File: config.mk
export PLATFORM = sky130hd
export DESIGN_NAME = jt49_div_mc
export DESIGN_NICKNAME = d
export VERILOG_FILES = /design/src/rtl/jt49_div_mc.sv
export SDC_FILE = /design/constraint.sdc
export NUM_CORES = 1
export LEC_CHECK = 0
export ABC_CLOCK_PERIOD_IN_PS = 7200
export BUFFER_PORTS_ARGS = -buffer_cell sky130_fd_sc_hd__buf_2
export CAP_MARGIN = 20
export CORE_MARGIN = 2
export CORE_UTILIZATION = 47
export CTS_CLUSTER_SIZE = 20
export DETAILED_ROUTE_END_ITERATION = 10
export SLEW_MARGIN = 20
export SYNTH_ARGS = -nofsm -noshare
export SYNTH_HDL_FRONTEND = slang
export SYNTH_SLANG_ARGS = --single-unit
File: constraint.sdc
create_clock -name clk -period 7.2 [get_ports clk]
set_clock_uncertainty 0.15 [all_clocks]
set_input_delay 0.72 -clock clk [delete_from_list [all_inputs] [get_ports clk]]
set_output_delay 0.72 -clock clk [all_outputs]
set_load 0.03 [all_outputs]
File: src/rtl/jt49_div_mc.sv
// Multi-channel programmable divider: CH period/counter pairs driving toggle or pulse outputs plus a wrap tick.
// Outputs are registered and change on the wrapping cen edge (0 extra latency). There is no backpressure.
module jt49_div_mc #(
  parameter int W       = 12,
  parameter int CH      = 3,
  parameter int AW      = 2,
  parameter int RESTART = 1
) (
  input  logic          clk,
  input  logic          rst_n,
  input  logic          cen,
  input  logic          sync,
  input  logic [CH-1:0] en,
  input  logic [CH-1:0] mode,
  input  logic          wr,
  input  logic [AW-1:0] wr_ch,
  input  logic [W-1:0]  wr_data,
  output logic [CH-1:0] div,
  output logic [CH-1:0] tick
);

  localparam logic [W-1:0] ONE = W'(1);

  logic [W-1:0]  period_q [CH];
  logic [W-1:0]  period_d [CH];
  logic [W-1:0]  count_q  [CH];
  logic [W-1:0]  count_d  [CH];
  logic [W-1:0]  eff      [CH];
  logic [CH-1:0] div_q, div_d;
  logic [CH-1:0] tick_q, tick_d;

  // A zero period behaves as one so the counter never runs out to 2^W.
  always_comb begin
    for (int i = 0; i < CH; i++) begin
      eff[i] = (period_q[i] == '0) ? ONE : period_q[i];
    end
  end

  always_comb begin
    div_d  = div_q;
    tick_d = '0;
    for (int i = 0; i < CH; i++) begin
      period_d[i] = period_q[i];
      count_d[i]  = count_q[i];
      if (sync) begin
        count_d[i] = ONE;
        div_d[i]   = 1'b0;
      end else if (cen && en[i]) begin
        if (count_q[i] >= eff[i]) begin
          count_d[i] = ONE;
          tick_d[i]  = 1'b1;
          div_d[i]   = mode[i] ? 1'b1 : ~div_q[i];
        end else begin
          count_d[i] = count_q[i] + ONE;
          div_d[i]   = mode[i] ? 1'b0 : div_q[i];
        end
      end
      // Indices at or beyond CH never match, so out-of-range writes are dropped.
      if (wr && (wr_ch == AW'(i))) begin
        period_d[i] = wr_data;
        if (RESTART != 0) begin
          count_d[i] = ONE;
        end
      end
    end
  end

  always_ff @(posedge clk or negedge rst_n) begin
    if (!rst_n) begin
      for (int i = 0; i < CH; i++) begin
        period_q[i] <= '0;
        count_q[i]  <= ONE;
      end
      div_q  <= '0;
      tick_q <= '0;
    end else begin
      for (int i = 0; i < CH; i++) begin
        period_q[i] <= period_d[i];
        count_q[i]  <= count_d[i];
      end
      div_q  <= div_d;
      tick_q <= tick_d;
    end
  end

  assign div  = div_q;
  assign tick = tick_q;

endmodule

-- After elaboration in Yosys (flattened, before gate mapping)
Cells that the tools add are included.
- word-level logic and storage cells: 82
- memories: 0
- bits of input ports: 25
- register bits after elaboration: 78
- output and inout bits: 6
- memory bits (read-only): 0
- bits in latches: 0
- memory bits (writable): 0
- eq/ne operators: 2
- shifts and indexed selects: 0
- bitwise operators: 3
- div/mod/pow operators: 0
- magnitude comparators: 3
- reductions and logical operators: 22
- mux-type cells: 39
- $mul: 0
- add/sub/neg operators: 3
- operators with widths (kind ; number):
    $mux W12 ; 15
    $add A12 B1 Y12 const B ; 3
    $ge A12 B12 Y1 ; 3
    $logic_not A12 Y1 ; 3
    $mux W1 ; 24
    $reduce_bool A3 Y1 ; 6
    $logic_and A1 B1 Y1 ; 6
    $reduce_and A2 Y1 ; 3
    $reduce_bool A2 Y1 ; 3
    $not A1 Y1 ; 3
    $eq A2 B1 Y1 const B ; 1
    $eq A2 B2 Y1 const B ; 1
    $logic_not A2 Y1 ; 1

-- Logic depth before layout (Yosys ltp)
Gate-level depths: netlist (run 1).
- depth in word-level cells: 7
- depth in mapped cells: 9

-- Worst setup path before layout (run 1)
Ideal clock, no wire load.
- path type: register to register
- start: register period_q[2] (netlist name)
- end: register count_q[4] (netlist name)
- buffers on the path: 0
- arrival time: 2087 ps
- setup slack: 4860 ps
- cell stages (with the launch flop): 9
- clock period less this slack: 2340 ps
- data required time: 6946 ps
- cells stage by stage: dfrtp_1 -> nor4_1 -> a31o_2 -> ha_1 -> nor3b_1 -> o21ai_2 -> a211oi_4 -> nand2_4 -> o311ai_1
- word-level cells in the longest chain between the ends: 7
- ends and longest elaborated chain (element ; RTL line ; source):
    start, declared ; 24 ; logic [W-1:0] period_q [CH];
    start signal, assigned by index ; 78 ; period_q[i] <= period_d[i];
    $logic_not A12 Y1 ; 35 ; eff[i] = (period_q[i] == '0) ? ONE : period_q[i];
    $mux W12 * ; 35 ;
    $ge A12 B12 Y1 * ; 49 ; if (count_q[i] >= eff[i]) begin
    $mux W12 * ; 49 ;
    $mux W12 * ; 48 ; end else if (cen && en[i]) begin
    $mux W12 * ; 45 ; if (sync) begin
    $mux W12 * ; 59 ; if (wr && (wr_ch == AW'(i))) begin
    end signal, assigned by index ; 79 ; count_q[i] <= count_d[i];
    end, declared ; 26 ; logic [W-1:0] count_q [CH];
Mark *: on every way between the ends. The rest lies on a longest branch, timed or not. The select of a mux whose other input is x is not followed.
A chain may end at the register's enable or synchronous reset.

-- Final worst setup path (run 1)
- start: register period_q[15] (netlist name)
- end: register count_q[18] (netlist name)
Same word-level chain as after synthesis.

==> qor.yml, run 1 <==
global_route:
  antenna_found_initial: 0
  grt_pass1_wl_mm: 18.5
  grt_pass1_vias: 3710
  track_usage_pct: 21.1
  grt_max_degree: 57
  grt_overflow: 0
timing:
  period_share_pct: 41.9
  rsz0062_at_grt: "false"
  max-slew-margin-rel_pct: 35.7
  layout_min_cycle_time_ns: 3.02
  timing.fmax_mhz: 331
  worst_slack_ns: 4.18
  finalSetupTns_ns: 0
  drv_slew: 0
  setup_violations: 0
  worst_pin_slew_ns: 0.965
  final_hold_viol_count: 0
setup_path:
  crit_start: "period_q[15]$_DFFE_PN0P_"
  crit_path_cell_trace: "nor4_1 -> a31o_2 -> ha_1 -> nor3b_1 -> o21ai_0 -> a21oi_2 -> nand3_2 -> o22ai_1"
  r2r.worst_path.cells: 8
  reg2reg_to: "count_q[18]$_DFFE_PN0P_"
  critPathKind: "flip-flop to flip-flop"
  cp.arrival_ns: 3.15
  slowest_delay_ns: 0.61
  critPathSlowestCell: "a21oi_2"
  rrSetupSlack_ns: 4.18
  cp-end-kind: "flip-flop"
  crit_required_ns: 7.33
  worstSetupEndpoint: "count_q[18]$_DFFE_PN0P_"
  r2r_start: "period_q[15]$_DFFE_PN0P_"
  critPathMaxFanout: 13
  critPathLaunchType: "flip-flop"
routing:
  wl_per_cell_um: 16.7
  viasPerCell: 5.72
  drc: 0
  dr_total_vias: 3847
  drtPass1Iterations: 4
  first_iter_violations: 146
  ant_nets: 0
  drt_wl_total_mm: 11.3
floorplanning:
  chipWidth_um: 105
  die_area_um2: 11100
  start_util_pct: 48.9
  rows: 36
  core-area_um2: 9860
  ios: 31
  die_h_um: 105
finish:
  fillerInstances: 934
  layout_commonest_cell: "dfrtp_1"
  final_area_um2: 5320
  area.growth.synth_to_final_pct: 10.4
  nets: 598
  drive_gt1_share_pct: 18.7
  n_antenna_cell: 0
  final_cell_mix: "dfrtp_1 (75), inv_1 (61), nand2_1 (47)"
clock_network:
  clock_tree.root_cell: "clkbuf_8"
  cts_num_sinks: 78
  clock_latency_ns: 0.36
  cts_setup_buffers: 0
  ctsResizeCount: 0
  clkSlewWorstSetupHoldPaths_ns: 0.09
  numCtsBuffers: 9
  cts_tree: "done"
  cts_max_path_buffers: 2
  holdBufCountCts: 0
  htree_levels: 3
yosys:
  yosysWarnings: 0
  synth.distinct_cells: 62
  ys_seq_area_share_pct: 40.5
  syn_area_um2: 4820
  syn_avg_cell_area_um2: 9.59
  synth-edff-count: 0
  ys.flop_type: "dfrtp_1"
  syn_nets: 567
  syn_inst: 503
  synth-seq-cells: 78
  synthArstFlopShare_pct: 100
power_and_ir_drop:
  p_leak_nw: 2.42
  p_comb_share_pct: 16.8
  switching_share_pct: 28.2
  power.density_nw_per_um2: 206
  p_clk_share_pct: 36.4
  ir_worst_vdd_mv: 0.0889
  seqPwrFrac_pct: 46.8
  p_sw_mw: 0.309
  intPower_mw: 0.786
status:
  status: "completed"
flow_run:
  maxCapViolations: 0
min_path:
  hp-class: "input pin to asynchronous set/reset pin"
placement:
  port_buffers: 30
  gp_congestion: 0.824
  dp_slack_ns: 4.24
  dpl_cell_area_um2: 5090
  dp_hpwl_mm: 8.39
## synth_stat cells, types with 3 or more instances
master	instances	area share, %
a21oi_1	16	1.7
a31o_2	3	0.54
a31oi_1	9	1.2
a41oi_1	8	1.5
and2_1	3	0.39
and3_1	7	0.91
and4_1	5	0.91
buf_6	3	0.70
clkbuf_1	7	0.54
dfrtp_1	75	39
dfstp_2	3	1.6
ha_1	39	10
inv_1	61	4.7
mux2_2	25	5.8
mux2i_1	3	0.62
nand2_1	47	3.7
nand2b_1	5	0.65
nand3_1	26	2.7
nand3b_1	5	0.78
nand4_1	16	2.1
nor2_1	25	1.9
nor3_1	6	0.62
nor3b_1	6	0.93
nor4_1	6	0.78
o21ai_0	23	2.4
o21ai_1	4	0.42
o22ai_1	14	1.8
or2_2	3	0.39
or3_1	3	0.39
xor2_1	7	1.3
## how the worst min path moves through the flow
stage	startpoint	endpoint	slack (ns)
floorplan	rst_n	count_q[10]$_DFFE_PN0P_	0.27
global placement	period_q[0]$_DFFE_PN0P_	period_q[0]$_DFFE_PN0P_	0.35
detailed placement	period_q[0]$_DFFE_PN0P_	period_q[0]$_DFFE_PN0P_	0.35
CTS	rst_n	count_q[18]$_DFFE_PN0P_	0.1
global route	rst_n	count_q[18]$_DFFE_PN0P_	0.10
finish	rst_n	count_q[7]$_DFFE_PN0P_	0.1
## metrics by stage
stage | cells | total power [mW] | utilization, % | hold WS [ns]
3_5_place_dp | 656 | 0.706 | 51.6 | 0.350
4_1_cts | 672 | 1.11 | 54.0 | 0.0978
2_1_floorplan | 503 | 0.642 | - | 0.274
5_1_grt | 672 | 1.15 | 54.0 | 0.105
6_report | 672 | 1.09 | 54.0 | 0.0968
3_3_place_gp | 656 | 0.698 | 51.6 | 0.349
## cell families after synthesis
kind of cell | after synthesis | share of synthesized area (%)
and+or+nand+nor | 181 | 21.2
muxes | 28 | 6.46
xor gates and xnor gates | 9 | 1.63
DFF | 78 | 40.5
AOI/OAI and AO/OA | 95 | 13.8
buffers and inverters | 73 | 6.23
adders and majority gates | 39 | 10.1
## layer usage
metal  wire length (um)  global-route usage (%)  vias to the layer above
met2               5290                    34.0                       85
met1               5430                    29.1                     1877
met5                  0                       0                        -
met3                324                    2.54                       12
li1                   -                       -                     1873
met4                202                    8.10                        0
## area by class of cell
class                      count  area (um^2)  share of cell area, %
clock inverter                 6          110                   2.07
multi-input combinational    352         2570                   48.2
inverter                      61          229                   4.30
timing repair buffer          32          168                   3.15
tap                          133          166                   3.13
sequential                    78         1960                   36.7
clock buffer                  10          128                   2.40
## registers in the layout, indices dropped and copies added, names as in the netlist
signal    cells
tick          3
count_q      36
div           3
period_q     36
## worst max-delay path: cells and delay by family, from the launching register on
family          cells  cell delay [ns]
simple gates        3             0.82
fa+ha+maj           1             0.22
compound gates      4             1.34
flops               1             0.41
## power by group through the flow
stage          sequential [mW]  combinational (mW)  clock, mW
6_report                 0.512               0.184      0.399
5_1_grt                  0.518               0.210      0.426
4_1_cts                  0.512               0.187      0.408
3_5_place_dp             0.520               0.186          0
3_3_place_gp             0.519               0.178          0
2_1_floorplan            0.509               0.133          0
Power figures use the tool's default switching activity.
==> run 2, diff against run 1 <==
- ABC_CLOCK_PERIOD_IN_PS: 7200 -> 2800
- clock period: 7.2 -> 2.8 ns (I/O delays scaled with it)
==> qor.yml, run 2 (synthesized netlist as in run 1, its figures left out) <==
floorplanning:
  chipWidth_um: 105  # unchanged
  core-area_um2: 9860  # unchanged
  die_area_um2: 11100  # unchanged
  ios: 31  # unchanged
  start_util_pct: 48.9  # unchanged
  rows: 36  # unchanged
  die_h_um: 105  # unchanged
power_and_ir_drop:
  seqPwrFrac_pct: 51.2  # was 46.8%
  p_sw_mw: 0.791  # was 0.309 mW
  p_clk_share_pct: 30.4  # was 36.4%
  switching_share_pct: 30.8  # was 28.2%
  ir_worst_vdd_mv: 0.232  # was 0.0889 mV
  p_comb_share_pct: 18.5  # was 16.8%
  p_leak_nw: 2.42  # about the same
  power.density_nw_per_um2: 482  # was 206 nW/um^2
  intPower_mw: 1.78  # was 0.786 mW
timing:
  final_hold_viol_count: 0  # unchanged
  drv_slew: 0  # unchanged
  rsz0062_at_grt: "false"  # unchanged
  hold_ws_ns: 0.0548  # was 0.0968 ns
  worst_pin_slew_ns: 1.03  # was 0.965 ns
  period_share_pct: 90.0  # was 41.9%
  timing.fmax_mhz: 397  # was 331 MHz
  setup_violations: 0  # unchanged
  layout_min_cycle_time_ns: 2.52  # was 3.02 ns
  finalSetupTns_ns: 0  # unchanged
  max-slew-margin-rel_pct: 31.5  # was 35.7%
setup_path:
  crit_required_ns: 2.91  # was 7.33 ns
  r2r.worst_path.cells: 9  # was 8
  rrSetupSlack_ns: 0.28  # was 4.18 ns
  crit_path_cell_trace: "nor4_1 -> a31o_2 -> ha_1 -> nor3b_1 -> o21ai_0 -> a21oi_2 -> buf_4 -> a31oi_1 -> o22ai_1"  # was nor4_1 -> a31o_2 -> ha_1 -> nor3b_1 -> o21ai_0 -> a21oi_2 -> nand3_2 -> o22ai_1
  critPathMaxFanout: 11  # was 13
  reg2reg_to: "count_q[19]$_DFFE_PN0P_"  # was count_q[18]$_DFFE_PN0P_
  critPathKind: "flip-flop to flip-flop"  # unchanged
  critPathLaunchType: "flip-flop"  # unchanged
  critPathSlowestCell: "dfrtp_1"  # was a21oi_2
  cp-end-kind: "flip-flop"  # unchanged
  cp_top_family: "compound AO/OA/AOI/OAI gates"  # unchanged
  r2r_start: "period_q[21]$_DFFE_PN0P_"  # was period_q[15]$_DFFE_PN0P_
  cp.arrival_ns: 2.63  # was 3.15 ns
  crit_start: "period_q[21]$_DFFE_PN0P_"  # was period_q[15]$_DFFE_PN0P_
  slowest_delay_ns: 0.42  # was 0.61 ns
  path_buf_inv: 1  # was 0
placement:
  dp_hpwl_mm: 8.33  # was 8.39 mm
  dpl_cell_area_um2: 5140  # was 5090 um^2
  gp_congestion: 0.902  # was 0.824
  port_buffers: 30  # unchanged
clock_network:
  clock_latency_ns: 0.35  # was 0.36 ns
  cts_max_path_buffers: 2  # unchanged
  clock_tree.root_cell: "clkbuf_8"  # unchanged
  cts_tree: "done"  # unchanged
  numCtsBuffers: 9  # unchanged
  htree_levels: 3  # unchanged
  cts_num_sinks: 78  # unchanged
  ctsResizeCount: 0  # unchanged
  clkSlewWorstSetupHoldPaths_ns: 0.09  # about the same
global_route:
  grt_pass1_vias: 3812  # was 3710
  grt_max_degree: 79  # was 57
  antenna_found_initial: 0  # unchanged
  grt_overflow: 0  # unchanged
  track_usage_pct: 21.1  # about the same
  grt_pass1_wl_mm: 18.8  # was 18.5 mm
routing:
  first_iter_violations: 202  # was 146
  wl_per_cell_um: 16.4  # was 16.7 um
  viasPerCell: 5.64  # was 5.72
  dr_total_vias: 3837  # was 3847
  ant_nets: 0  # unchanged
  drt_wl_total_mm: 11.2  # was 11.3 mm
  drtPass1Iterations: 4  # unchanged
  drc: 0  # unchanged
min_path:
  hp-class: "input pin to flip-flop"  # was input pin to asynchronous set/reset pin
  min_path_cells: 3
  min_to: "period_q[33]$_DFFE_PN0P_"
  hp-start: "wr_data[9]"
status:
  status: "completed"  # unchanged
finish:
  final_area_um2: 5330  # was 5320 um^2
  final_cell_mix: "dfrtp_1 (75), inv_1 (61), nand2_1 (47)"  # unchanged
  fillerInstances: 913  # was 934
  area.growth.synth_to_final_pct: 10.5  # was 10.4%
  n_antenna_cell: 0  # unchanged
  largestRegisters: "count_q x36, period_q x36"  # unchanged
  nets: 606  # was 598
  layout_commonest_cell: "dfrtp_1"  # unchanged
  drive_gt1_share_pct: 19.7  # was 18.7%
flow_run:
  maxCapViolations: 0  # unchanged
==> run 2: worst max-delay path by stage <==
stage,endpoint,slack [ns],cells past startpoint
floorplan,count_q[4]$_DFFE_PN0P_,0.46,8
global placement,count_q[14]$_DFFE_PN0P_,0.34,8
detailed placement,count_q[22]$_DFFE_PN0P_,0.31,9
CTS,count_q[22]$_DFFE_PN0P_,0.30,9
global route,count_q[19]$_DFFE_PN0P_,0.09,9
finish,count_q[19]$_DFFE_PN0P_,0.28,9
==> run 2: cell type report <==
class | instances | area (um^2) | share of cell area (%)
Clock buffer | 11 | 141 | 2.65
Clock inverter | 5 | 35.0 | 0.657
Inverter | 61 | 229 | 4.30
Multi-Input combinational cell | 352 | 2570 | 48.2
Sequential cell | 78 | 1960 | 36.7
Tap cell | 133 | 166 | 3.12
Timing Repair Buffer | 40 | 234 | 4.39
==> run 2: per-layer routing <==
metal,routed length [um],GRT usage (%),part of all wire [%]
met5,0,0,0
met4,225,8.00,2.0
met3,352,2.29,3.2
met2,5120,32.9,46
met1,5450,30.1,49
==> run 2: power by group through the flow <==
stage	combinational, mW	clock (mW)	sequential, mW
finish	0.475	0.780	1.31
global route	0.543	0.842	1.33
CTS	0.480	0.790	1.31
detailed placement	0.476	0	1.34
global placement	0.465	0	1.33
floorplan	0.343	0	1.31
==> run 2: what timing repair did <==
action | in CTS | in global routing
buffers inserted | 0 | 0
hold buffers | 1 | 0
hold endpoints to repair | 22 | 0
==> run 2: worst register-to-register path: cells and delay by family, from the launching register on <==
kind / cells / cell delay [ns]
compound gates: 5 / 0.96
fa+ha+maj: 1 / 0.22
buf+inv: 1 / 0.21
flops: 1 / 0.42
simple gates: 2 / 0.47
==> run 2: per-stage QoR <==
stage / utilization (%) / instances / setup slack [ns] / power (mW)
2_1_floorplan: - / 503 / 0.460 / 1.65
3_3_place_gp: 52.1 / 663 / 0.336 / 1.80
3_5_place_dp: 52.1 / 663 / 0.307 / 1.81
4_1_cts: 54.0 / 680 / 0.305 / 2.58
5_1_grt: 54.0 / 680 / 0.0893 / 2.72
6_report: 54.0 / 680 / 0.281 / 2.57
